### config.mk
export PLATFORM = sky130hd
export DESIGN_NAME = sap_microsequencer
export DESIGN_NICKNAME = d
export VERILOG_FILES = /design/src/rtl/sap_pkg.sv /design/src/rtl/sap_control_rom.sv /design/src/rtl/sap_microsequencer.sv
export SDC_FILE = /design/constraint.sdc
export NUM_CORES = 1
export LEC_CHECK = 0
export ABC_CLOCK_PERIOD_IN_PS = 6290
export CAP_MARGIN = 20
export CORE_MARGIN = 10
export CORE_UTILIZATION = 44
export CTS_CLUSTER_SIZE = 25
export DETAILED_ROUTE_END_ITERATION = 10
export PLACE_DENSITY = 0.81
export SLEW_MARGIN = 30
export SYNTH_ARGS = -nofsm -noshare
export SYNTH_HDL_FRONTEND = slang
export SYNTH_SLANG_ARGS = --single-unit
### constraint.sdc
create_clock -name clk -period 6.29 [get_ports clk]
set_input_delay 0.629 -clock clk [delete_from_list [all_inputs] [get_ports clk]]
set_output_delay 0.629 -clock clk [all_outputs]
set_load 0.02 [all_outputs]
### src/rtl/sap_pkg.sv
// rtl/sap_pkg.sv - Shared opcodes, control-bit indices and fetch words for the SAP microsequencer.
package sap_pkg;

    typedef enum logic [3:0] {
        OP_LDA = 4'h0,
        OP_ADD = 4'h1,
        OP_SUB = 4'h2,
        OP_STA = 4'h3,
        OP_LDI = 4'h4,
        OP_JMP = 4'h5,
        OP_JC  = 4'h6,
        OP_JZ  = 4'h7,
        OP_OUT = 4'hE,
        OP_HLT = 4'hF
    } opcode_t;

    typedef enum logic {
        ST_RUN,
        ST_HALTED
    } seq_state_t;

    localparam int CW_HLT = 15;
    localparam int CW_MI  = 14;
    localparam int CW_RI  = 13;
    localparam int CW_RO  = 12;
    localparam int CW_IO  = 11;
    localparam int CW_II  = 10;
    localparam int CW_AI  = 9;
    localparam int CW_AO  = 8;
    localparam int CW_EO  = 7;
    localparam int CW_SU  = 6;
    localparam int CW_BI  = 5;
    localparam int CW_OI  = 4;
    localparam int CW_CE  = 3;
    localparam int CW_CO  = 2;
    localparam int CW_J   = 1;
    localparam int CW_FI  = 0;

    localparam logic [15:0] FETCH0 = 16'((1 << CW_CO) | (1 << CW_MI));
    localparam logic [15:0] FETCH1 = 16'((1 << CW_RO) | (1 << CW_II) | (1 << CW_CE));

endpackage

### src/rtl/sap_control_rom.sv
// rtl/sap_control_rom.sv - Combinational microcode: (opcode, step, flags) -> 16-bit control word.
module sap_control_rom
    import sap_pkg::*;
#(
    parameter int OPCODE_WIDTH = 4,
    parameter int STEP_WIDTH   = 3
) (
    input  logic [OPCODE_WIDTH-1:0] opcode,
    input  logic [STEP_WIDTH-1:0]   step,
    input  logic                    flag_c,
    input  logic                    flag_z,
    output logic [15:0]             word
);

    logic [31:0] op_ext;
    logic [31:0] exec_idx;

    assign op_ext   = 32'(opcode);
    assign exec_idx = 32'(step) - 32'd2;

    always_comb begin
        word = '0;
        if (step == '0) begin
            word = FETCH0;
        end else if (step == STEP_WIDTH'(1)) begin
            word = FETCH1;
        end else begin
            case (op_ext)
                32'(OP_LDA): begin
                    case (exec_idx)
                        32'd0:   begin word[CW_IO] = 1'b1; word[CW_MI] = 1'b1; end
                        32'd1:   begin word[CW_RO] = 1'b1; word[CW_AI] = 1'b1; end
                        default: ;
                    endcase
                end
                32'(OP_ADD), 32'(OP_SUB): begin
                    case (exec_idx)
                        32'd0:   begin word[CW_IO] = 1'b1; word[CW_MI] = 1'b1; end
                        32'd1:   begin word[CW_RO] = 1'b1; word[CW_BI] = 1'b1; end
                        32'd2: begin
                            word[CW_EO] = 1'b1;
                            word[CW_AI] = 1'b1;
                            word[CW_FI] = 1'b1;
                            word[CW_SU] = (op_ext == 32'(OP_SUB));
                        end
                        default: ;
                    endcase
                end
                32'(OP_STA): begin
                    case (exec_idx)
                        32'd0:   begin word[CW_IO] = 1'b1; word[CW_MI] = 1'b1; end
                        32'd1:   begin word[CW_AO] = 1'b1; word[CW_RI] = 1'b1; end
                        default: ;
                    endcase
                end
                32'(OP_LDI): if (exec_idx == 32'd0) begin word[CW_IO] = 1'b1; word[CW_AI] = 1'b1; end
                32'(OP_JMP): if (exec_idx == 32'd0) begin word[CW_IO] = 1'b1; word[CW_J] = 1'b1; end
                // Conditional jumps only look at the flags in their single execute step.
                32'(OP_JC):  if (exec_idx == 32'd0 && flag_c) begin word[CW_IO] = 1'b1; word[CW_J] = 1'b1; end
                32'(OP_JZ):  if (exec_idx == 32'd0 && flag_z) begin word[CW_IO] = 1'b1; word[CW_J] = 1'b1; end
                32'(OP_OUT): if (exec_idx == 32'd0) begin word[CW_AO] = 1'b1; word[CW_OI] = 1'b1; end
                32'(OP_HLT): if (exec_idx == 32'd0) word[CW_HLT] = 1'b1;
                default: ;
            endcase
        end
    end

endmodule

### src/rtl/sap_microsequencer.sv
// rtl/sap_microsequencer.sv - SAP control sequencer; define SAP_SINGLE_STEP_EN to add step_mode/step_req single-stepping.
module sap_microsequencer
    import sap_pkg::*;
#(
    parameter int CW_WIDTH     = 16,
    parameter int OPCODE_WIDTH = 4,
    parameter int MAX_STEPS    = 8
) (
    input  logic                         clk,
    input  logic                         reset_n,
    input  logic [OPCODE_WIDTH-1:0]      opcode,
    input  logic                         flag_c,
    input  logic                         flag_z,
    input  logic                         resume,
`ifdef SAP_SINGLE_STEP_EN
    input  logic                         step_mode,
    input  logic                         step_req,
`endif
    output logic [CW_WIDTH-1:0]          ctrl_word,
    output logic [$clog2(MAX_STEPS)-1:0] step,
    output logic                         halted,
    output logic                         instr_done,
    output logic                         clk_en
);

    localparam int SW = $clog2(MAX_STEPS);

    seq_state_t    state_q, state_d;
    logic [SW-1:0] step_q, step_d, step_plus;
    logic [15:0]   cur_word, nxt_word;
    logic          last_step, done_run, advance;

    assign step_plus = step_q + SW'(1);

    sap_control_rom #(.OPCODE_WIDTH(OPCODE_WIDTH), .STEP_WIDTH(SW)) u_rom_cur (
        .opcode (opcode),
        .step   (step_q),
        .flag_c (flag_c),
        .flag_z (flag_z),
        .word   (cur_word)
    );

    // Lookahead decode of the following step decides early end-of-instruction.
    sap_control_rom #(.OPCODE_WIDTH(OPCODE_WIDTH), .STEP_WIDTH(SW)) u_rom_nxt (
        .opcode (opcode),
        .step   (step_plus),
        .flag_c (flag_c),
        .flag_z (flag_z),
        .word   (nxt_word)
    );

    // Fetch never ends early, so an empty step 2 still gets its one dead cycle.
    assign last_step = (32'(step_q) == 32'(MAX_STEPS - 1));
    assign done_run  = last_step || ((32'(step_q) >= 32'd2) && (nxt_word == '0));

`ifdef SAP_SINGLE_STEP_EN
    logic req_q;

    always_ff @(negedge clk or negedge reset_n) begin
        if (!reset_n) begin
            req_q <= 1'b0;
        end else begin
            req_q <= step_req;
        end
    end

    assign advance = ~step_mode | (step_req & ~req_q);
`else
    assign advance = 1'b1;
`endif

    always_ff @(negedge clk or negedge reset_n) begin
        if (!reset_n) begin
            state_q <= ST_RUN;
            step_q  <= '0;
        end else begin
            state_q <= state_d;
            step_q  <= step_d;
        end
    end

    always_comb begin
        state_d = state_q;
        step_d  = step_q;
        if (advance) begin
            case (state_q)
                ST_RUN: begin
                    if (cur_word[CW_HLT]) begin
                        state_d = ST_HALTED;
                    end else if (done_run) begin
                        step_d = '0;
                    end else begin
                        step_d = step_plus;
                    end
                end
                ST_HALTED: begin
                    if (resume) begin
                        state_d = ST_RUN;
                        step_d  = '0;
                    end
                end
                default: state_d = ST_RUN;
            endcase
        end
    end

    assign halted     = (state_q == ST_HALTED);
    assign step       = step_q;
    assign instr_done = reset_n && !halted && done_run;
    assign clk_en     = ~reset_n | (~halted & advance);

    always_comb begin
        ctrl_word = '0;
        if (!reset_n) begin
            ctrl_word = '0;
        end else if (halted) begin
            ctrl_word[CW_HLT] = 1'b1;
        end else begin
            ctrl_word[15:0] = cur_word;
        end
    end

endmodule

* Yosys cells after proc, flatten, opt, wreduce, memory -nomap -nowiden
Cells that the tools add are included.
** Operators by class
- Equal/unequal tests :: 18
- Mux-type cells :: 56
- Add/sub/neg operators :: 3
- Reduce and logical (&&, ||, !) cells :: 20
- Bitwise logic cells :: 3
- $lt $le $gt $ge :: 1
** Operators by type and width (count)
- $logic_not 32->1 :: 3
- $eq 32x1->1 const B :: 2
- $eq 32x2->1 const B :: 2
- $mux 16 :: 3
- $mux 1 :: 27
- $pmux 1 s3 :: 6
- $eq 4x3->1 const B :: 4
- $logic_not 16->1 :: 1
- $mux 15 :: 1
- $mux 3 :: 5
- $mux 2 :: 6
- $mux 6 :: 2
- $mux 5 :: 2
- $eq 4x2->1 const B :: 2
- $eq 4x4->1 const B :: 2
- $sub 3x2->4 const B :: 2
- $logic_and 1x1->1 :: 7
- $eq 3x1->1 const B :: 2
- $logic_not 3->1 :: 2
- $pmux 1 s2 :: 3
- $pmux 3 s2 :: 1
- $reduce_or 6->1 :: 1
- $eq 4x1->1 const B :: 1
- $ne 2x2->1 const B :: 2
- 11 further kinds :: 12
** Word-level totals
- Input port bits :: 9
- Bits in registers :: 4
- Logic and storage cells :: 103

* Logic depth before layout (Yosys ltp)
Gate-level depths: netlist of the first run.
- Depth in word-level cells :: 14
- Gate-level depth with buffers :: 9
- Gate-level depth less buffers :: 9

* By module
A second synthesis of the first run with hierarchy kept.
** Second synthesis, totals
- Cell total of the unflattened synthesis :: 156
- Area total of the unflattened synthesis :: 1047.3 µm²
** Modules (own cells, without submodules)
- sap_control_rom :: cells an instance 51, area each 304.0 µm², times used 2
- sap_microsequencer :: cells an instance 54, area each 439.2 µm², times used 1

==> metrics.yaml, run 1 <==
outcome:
  status: "finished, final reports clean"
final_layout:
  syn2layout_area_growth_pct: 51.4
  drive_above_1_share: 0.106
  mostFrequentLayoutCell: "clkdlybuf4s50_1"
  final_cell_mix: "22 x clkdlybuf4s50_1, 10 x nand2_1, 8 x ha_1, 7 x inv_1"
  diodes: 0
  final_cells: 139
  nNetsFinal: 142
worst_setup_path:
  crit_type: "reg2out"
  reg2reg_depth: 10
  required_ns: 5.66
  path_depth: 6
  crit_chain: "inv_1 > ha_1 > and3b_1 > a31o_2 > and2_1 > clkdlybuf4s50_1"
  slowest_stage: "clkdlybuf4s50_1"
  worstSetupStartpointType: "flop"
  cp_num_buf_inv: 2
  cp_max_fo: 6
  worstPathArrival_ns: 5.54
  max_stage_delay_ns: 0.60
  cp-end-kind: "output port"
  crit_family: "buffers and inverters"
timing:
  slew_viol_final: 0
  slew_headroom: 0.760
  finClkSkew_ns: 0.000440
  rsz0062_at_grt: "false"
  setup_viol_count_final: 0
  tightest_slew_ns: 0.359
  hold_viol_final: 0
  tns_ns: 0
synth:
  ys.flop_type: "dfrtn_1"
  ys_seq_elements: 4
  synth_seq_area_share: 0.147
  yosys_warnings: 0
  synthesis.area_um2: 679
  synth_nets: 109
  synthCells: 92
  avgSynthCellArea_um2: 7.38
  synthArstFlopShare: 1.00
  synth_cell_type_count: 34
  synth-edff-count: 0
detailed_routing:
  vias: 798
  drt-wirelength-per-cell_um: 15.6
  drt_wl_total_um: 2170
  dr.pass1.iters: 4
  ant_nets: 0
  post_drt_via_cell_ratio: 5.74
  drc_errors: 0
  drt_iter0_markers: 25
run:
  maxCapViolCount: 0
clocking:
  htreeDepth: 1
  worstSkewPairLatency_ns: 0.23
  cts_num_sinks: 4
  cts-root-buf: "clkbuf_4"
  cts_hold_buf: 0
  cts.reportedPaths.clkPinSlew_ns: 0.03
  cts_buffers: 3
  clockBufferDepth: 2
  tritoncts: "done"
grt:
  grt_max_degree: 11
  groute.usage.overall: 0.121
  grt_pass1_wl_um: 3550
  grt_pass1_vias: 777
  grt_overflow: 0
  grt_antenna_before_repair: 0
placed_design:
  place.port_buffers: 30
  placedCellCount: 136
  finalWeightedCongestion: 0.931
  dp.final_hpwl_um: 1790
die:
  die_area_um2: 3520
  ios: 31
  die_h_um: 59.3
  die_x_um: 59.3
  placement_rows: 14
  initial_core_util: 0.456
  core_area_um2: 1490
power:
  power_density_nw_per_um2: 392
  peakVddDrop_v: 0.000322
  cellLeakagePower_nw: 0.532
min_path:
  hold_path.class: "reg2reg"
  hold_depth: 3
==> power breakdown <==
group	leakage, nW	internal (W)	total, W	switching (W)
sequential	0.0518	0.0000380	0.0000538	0.0000158
combinational	0.466	0.000147	0.000321	0.000174
clock	0.0138	0.0000211	0.0000285	0.00000742
total	0.532	0.000206	0.000403	0.000197
==> worst reg2reg max path, stage by stage, from the launching register on <==
cell and delay (ns):
dfrtn_1 0.39, ha_1 0.23, ha_1 0.31, inv_1 0.07
ha_1 0.17, nand2b_1 0.18, a21oi_1 0.15, and3b_1 0.22
nor4_4 0.05, buf_4 0.14, o41ai_1 0.30
==> stage by stage <==
stage	utilization	hold WS (ns)	instance area (um2)	setup WS, ns	total power (W)
after CTS	0.682	0.623	1010	0.00701	0.000403
after global routing	0.691	0.668	1030	0.000755	0.000440
after floorplan	-	0.621	679	0.153	0.000257
after detailed placement	0.664	0.616	988	0.00594	0.000373
after global placement	0.664	0.601	988	0.0680	0.000368
final	0.691	0.618	1030	0.117	0.000403
==> synthesized netlist by cell type (2+ instances only) <==
cell | n | share of area
a21oi_1 | 3 | 0.022
and3_1 | 2 | 0.018
and3b_1 | 2 | 0.026
buf_2 | 3 | 0.022
buf_4 | 2 | 0.022
dfrtn_1 | 4 | 0.15
ha_1 | 8 | 0.15
inv_1 | 7 | 0.039
nand2_1 | 11 | 0.061
nand2b_1 | 4 | 0.037
nand3_1 | 2 | 0.015
nor2_1 | 6 | 0.033
nor2b_1 | 2 | 0.018
nor3_1 | 6 | 0.044
nor4_1 | 4 | 0.037
o211ai_1 | 2 | 0.022
o21ai_0 | 4 | 0.029
o41ai_1 | 3 | 0.039
or2_1 | 2 | 0.018
==> path summary, 6_finish.rpt <==
check | start | endpoint | slack (ns)
max | step[2] | ctrl_word[15] | 0.12
min | step[1] | step[1] | 0.62
max reg2reg | step[0] | step[2] | 4.07
min reg2reg | step[1] | step[1] | 0.62
max in group asynchronous | reset_n | step[0] | 2.38
min in group asynchronous | reset_n | halted | 3.67
==> state kept, by name, indices dropped and copies added (netlist names) <==
name	cells
step	3
halted	1
==> area by class of cell <==
class / instances / area [um2]
fillers: 127 / 460
multi-input cells: 75 / 520
flip-flops and latches: 4 / 100
inverters: 7 / 26.3
clock buffers: 3 / 22.5
well taps: 16 / 20.0
repair buffers: 34 / 339
==> timing repair <==
item                       CTS  global route
setup endpoints to repair    3             9
resized for setup            3             9
setup buffers                0             0
cloned                       0             0
==> metal layers <==
layer	track usage	vias up	wire length [um]
met5	0	-	0
met4	0.0361	0	36
met3	0.0494	6	222
met2	0.202	45	1030
met1	0.135	357	885
li1	-	390	-
==> kinds of logic after synthesis <==
logic type	after synthesis	synth area share
AND/OR/NAND/NOR	46	0.381
AO/OA/AOI/OAI	19	0.197
buffers and inverters	13	0.0994
adder cells (fa/ha/maj)	8	0.147
flip-flops	4	0.147
XOR/XNOR	1	0.0129
multiplexers	1	0.0147
Note: power is estimated with default switching activity, not from simulation.
==> run 2: changes to the inputs <==
CORE_UTILIZATION = 51   (was 44)
PLACE_DENSITY = 0.82   (was 0.81)
SYNTH_HIERARCHICAL = 1   (was unset)
==> metrics.yaml, run 2 <==
grt:
  grt_antenna_before_repair: 0  # unchanged
  groute.usage.overall: 0.172  # +0.0508
  grt-busiest-layer: "met2"
  grt_pass1_vias: 1397  # +80%
  met1_usage: 0.170  # +0.0352
  grt_util_met2: 0.323  # +0.121
  met3_usage: 0.0339  # -0.0155
  grt_pass1_wl_um: 6110  # +72%
  grt_max_degree: 17  # +6
  grt_overflow: 0  # unchanged
placed_design:
  finalWeightedCongestion: 1.04  # +11%
  placedCellCount: 225  # +65%
  place_area_um2: 1520  # +54%
  dp.final_hpwl_um: 2670  # +49%
  place.port_buffers: 30  # unchanged
synth:
  yosys.area.top_type: "and2_1"
  yosys_warnings: 6  # +6
  synthArstFlopShare: 1.00  # unchanged
  synth_cell_type_count: 35  # +2.9%
  synthCells: 156  # +70%
  yosysTopAreaCellShare: 0.102  # -0.0458
  yosys-top-cells-count: "18 x nor2_1, 17 x and2_1, 14 x inv_1, 14 x nand3_1, 10 x nand2_1"
  synth.most_common_cell: "nor2_1"
  synthesis.area_um2: 1050  # +54%
  ys_seq_elements: 4  # unchanged
  synth_nets: 170  # +56%
  ys.flop_type: "dfrtn_1"
  synth_seq_area_share: 0.0956  # -0.0518
  synth.area.top_cells: "and2_1 10%, dfrtn_1 9.6%, nand3_1 6.7%"
  synth-edff-count: 0  # unchanged
  avgSynthCellArea_um2: 6.71  # -9.1%
min_path:
  hold_path.class: "reg2reg"
detailed_routing:
  dr.pass1.iters: 5  # +1
  drt_wl_total_um: 4160  # +91%
  vias: 1468  # +84%
  drt_iter0_markers: 123  # +390%
  post_drt_via_cell_ratio: 6.19  # +7.9%
  ant_nets: 0  # unchanged
  drt-wirelength-per-cell_um: 17.5  # +12%
  drc_errors: 0  # unchanged
final_layout:
  largest_reg_flops: 3  # unchanged
  drive_above_1_share: 0.290  # +0.185
  finalInstanceArea_um2: 1670  # +63%
  syn2layout_area_growth_pct: 59.7
  final_cell_mix: "29 x buf_4, 19 x clkdlybuf4s50_1, 18 x nor2_1, 16 x and2_1, 12 x nand3_1"
  nNetsFinal: 226  # +59%
  final_cells: 237  # +71%
  post-route-util: 0.853  # +0.162
  fillers: 127  # unchanged
  diodes: 0  # unchanged
  mostFrequentLayoutCell: "buf_4"
clocking:
  worstSkewPairLatency_ns: 0.26  # +0.03 ns
  htreeDepth: 1  # unchanged
  cts.reportedPaths.clkPinSlew_ns: 0.03  # about the same
  cts-root-buf: "clkbuf_4"
  cts_hold_buf: 0  # unchanged
  cts_num_sinks: 4  # unchanged
  tritoncts: "done"
  cts_buffers: 3  # unchanged
  clockBufferDepth: 2  # unchanged
die:
  die_x_um: 65.3  # +10%
  initial_core_util: 0.534  # +0.0775
  die_h_um: 65.3  # +10%
  die_area_um2: 4270  # +21%
  placement_rows: 16  # +2
  core_area_um2: 1960  # +32%
  ios: 31  # unchanged
timing:
  slew_headroom: 0.591  # -0.169
  whs_ns: 0.681  # +0.0627 ns
  hold_viol_final: 0  # unchanged
  setup_viol_count_final: 1  # +1
  fin_ws_ns: -0.214  # -0.332 ns
  slew_viol_final: 0  # unchanged
  finClkSkew_ns: 0.000800  # +0.000359 ns
  tightest_slew_ns: 0.609  # +0.249 ns
  rsz0062_at_grt: "true"
power:
  cellLeakagePower_nw: 0.805  # +51%
  power_density_nw_per_um2: 539  # +37%
  peakVddDrop_v: 0.000519  # +61%
worst_setup_path:
  required_ns: 5.66  # about the same
  cp-end-kind: "output port"
  cp_max_fo: 10  # +4
  worstSetupStartpointType: "flop"
  worstPathArrival_ns: 5.88  # +0.34 ns
  crit_type: "reg2out"
outcome:
  status: "finished, violations left"
  violations: "negative setup slack"
run:
  maxCapViolCount: 0  # unchanged
run 2: report_power, final:
group / total, W / leakage, nW / internal, W / switching (W)
Sequential: 0.0000593 / 0.0504 / 0.0000414 / 0.0000179
Combinational: 0.000806 / 0.741 / 0.000382 / 0.000423
Clock: 0.0000363 / 0.0138 / 0.0000216 / 0.0000147
run 2: logic make-up after synthesis:
| family | Yosys count | share of synthesized area |
|---|---|---|
| AO/OA/AOI/OAI | 23 | 0.159 |
| XOR/XNOR | 2 | 0.0167 |
| adder cells (fa/ha/maj) | 5 | 0.0597 |
| buffers and inverters | 23 | 0.102 |
| flip-flops | 4 | 0.0956 |
| multiplexers | 2 | 0.0191 |
| AND/OR/NAND/NOR | 97 | 0.548 |
run 2: metal layers:
metal  wire length [um]  share of wire
met2               2110           0.51
met1               1520           0.37
met3                318          0.076
met5                  0              0
met4                207          0.050
run 2: critical path: stages, from the launching register on:
cell and delay [ns]:
dfrtn_1 0.45, inv_2 0.08, ha_4 0.29, inv_4 0.03
inv_1 0.08, ha_4 0.24, nand4_1 0.10, nor2_1 0.05
or4_4 0.55, nor4b_4 0.27, a22o_1 0.19, buf_6 0.12
run 2: cell type report:
type	instances	area, um2	share of cell area
Inverter	14	57.6	0.0344
Sequential cell	4	100	0.0598
Tap cell	27	33.8	0.0202
Multi-Input combinational cell	129	918	0.549
Timing Repair Buffer	60	541	0.323
Clock buffer	3	22.5	0.0135
run 2: final timing paths:
| path | from | end | slack (ns) | depth (start not counted) |
|---|---|---|---|---|
| min reg2reg | halted | halted | 0.68 | 2 |
| max reg2reg | step[0] | step[1] | 3.66 | 11 |
| max in group asynchronous | reset_n | step[2] | 2.37 | 1 |
| min in group asynchronous | reset_n | step[0] | 3.66 | 1 |
| max | step[0] | instr_done | -0.21 | 11 |
| min | halted | halted | 0.68 | 2 |
run 2: repair_timing:
item / in CTS / in global routing
buffers inserted: 4 / 5
resized for setup: 19 / 14
setup endpoints to repair: 4 / 11
pin swaps: 6 / 5
run 2: stage by stage:
stage	TNS, ns	total power, W	worst slack (ns)
after floorplan	-0.285	0.000512	-0.285
after global placement	-0.516	0.000708	-0.499
after detailed placement	-0.602	0.000724	-0.602
after CTS	-0.185	0.000827	-0.185
after global routing	-0.505	0.000952	-0.267
final	-0.214	0.000901	-0.214
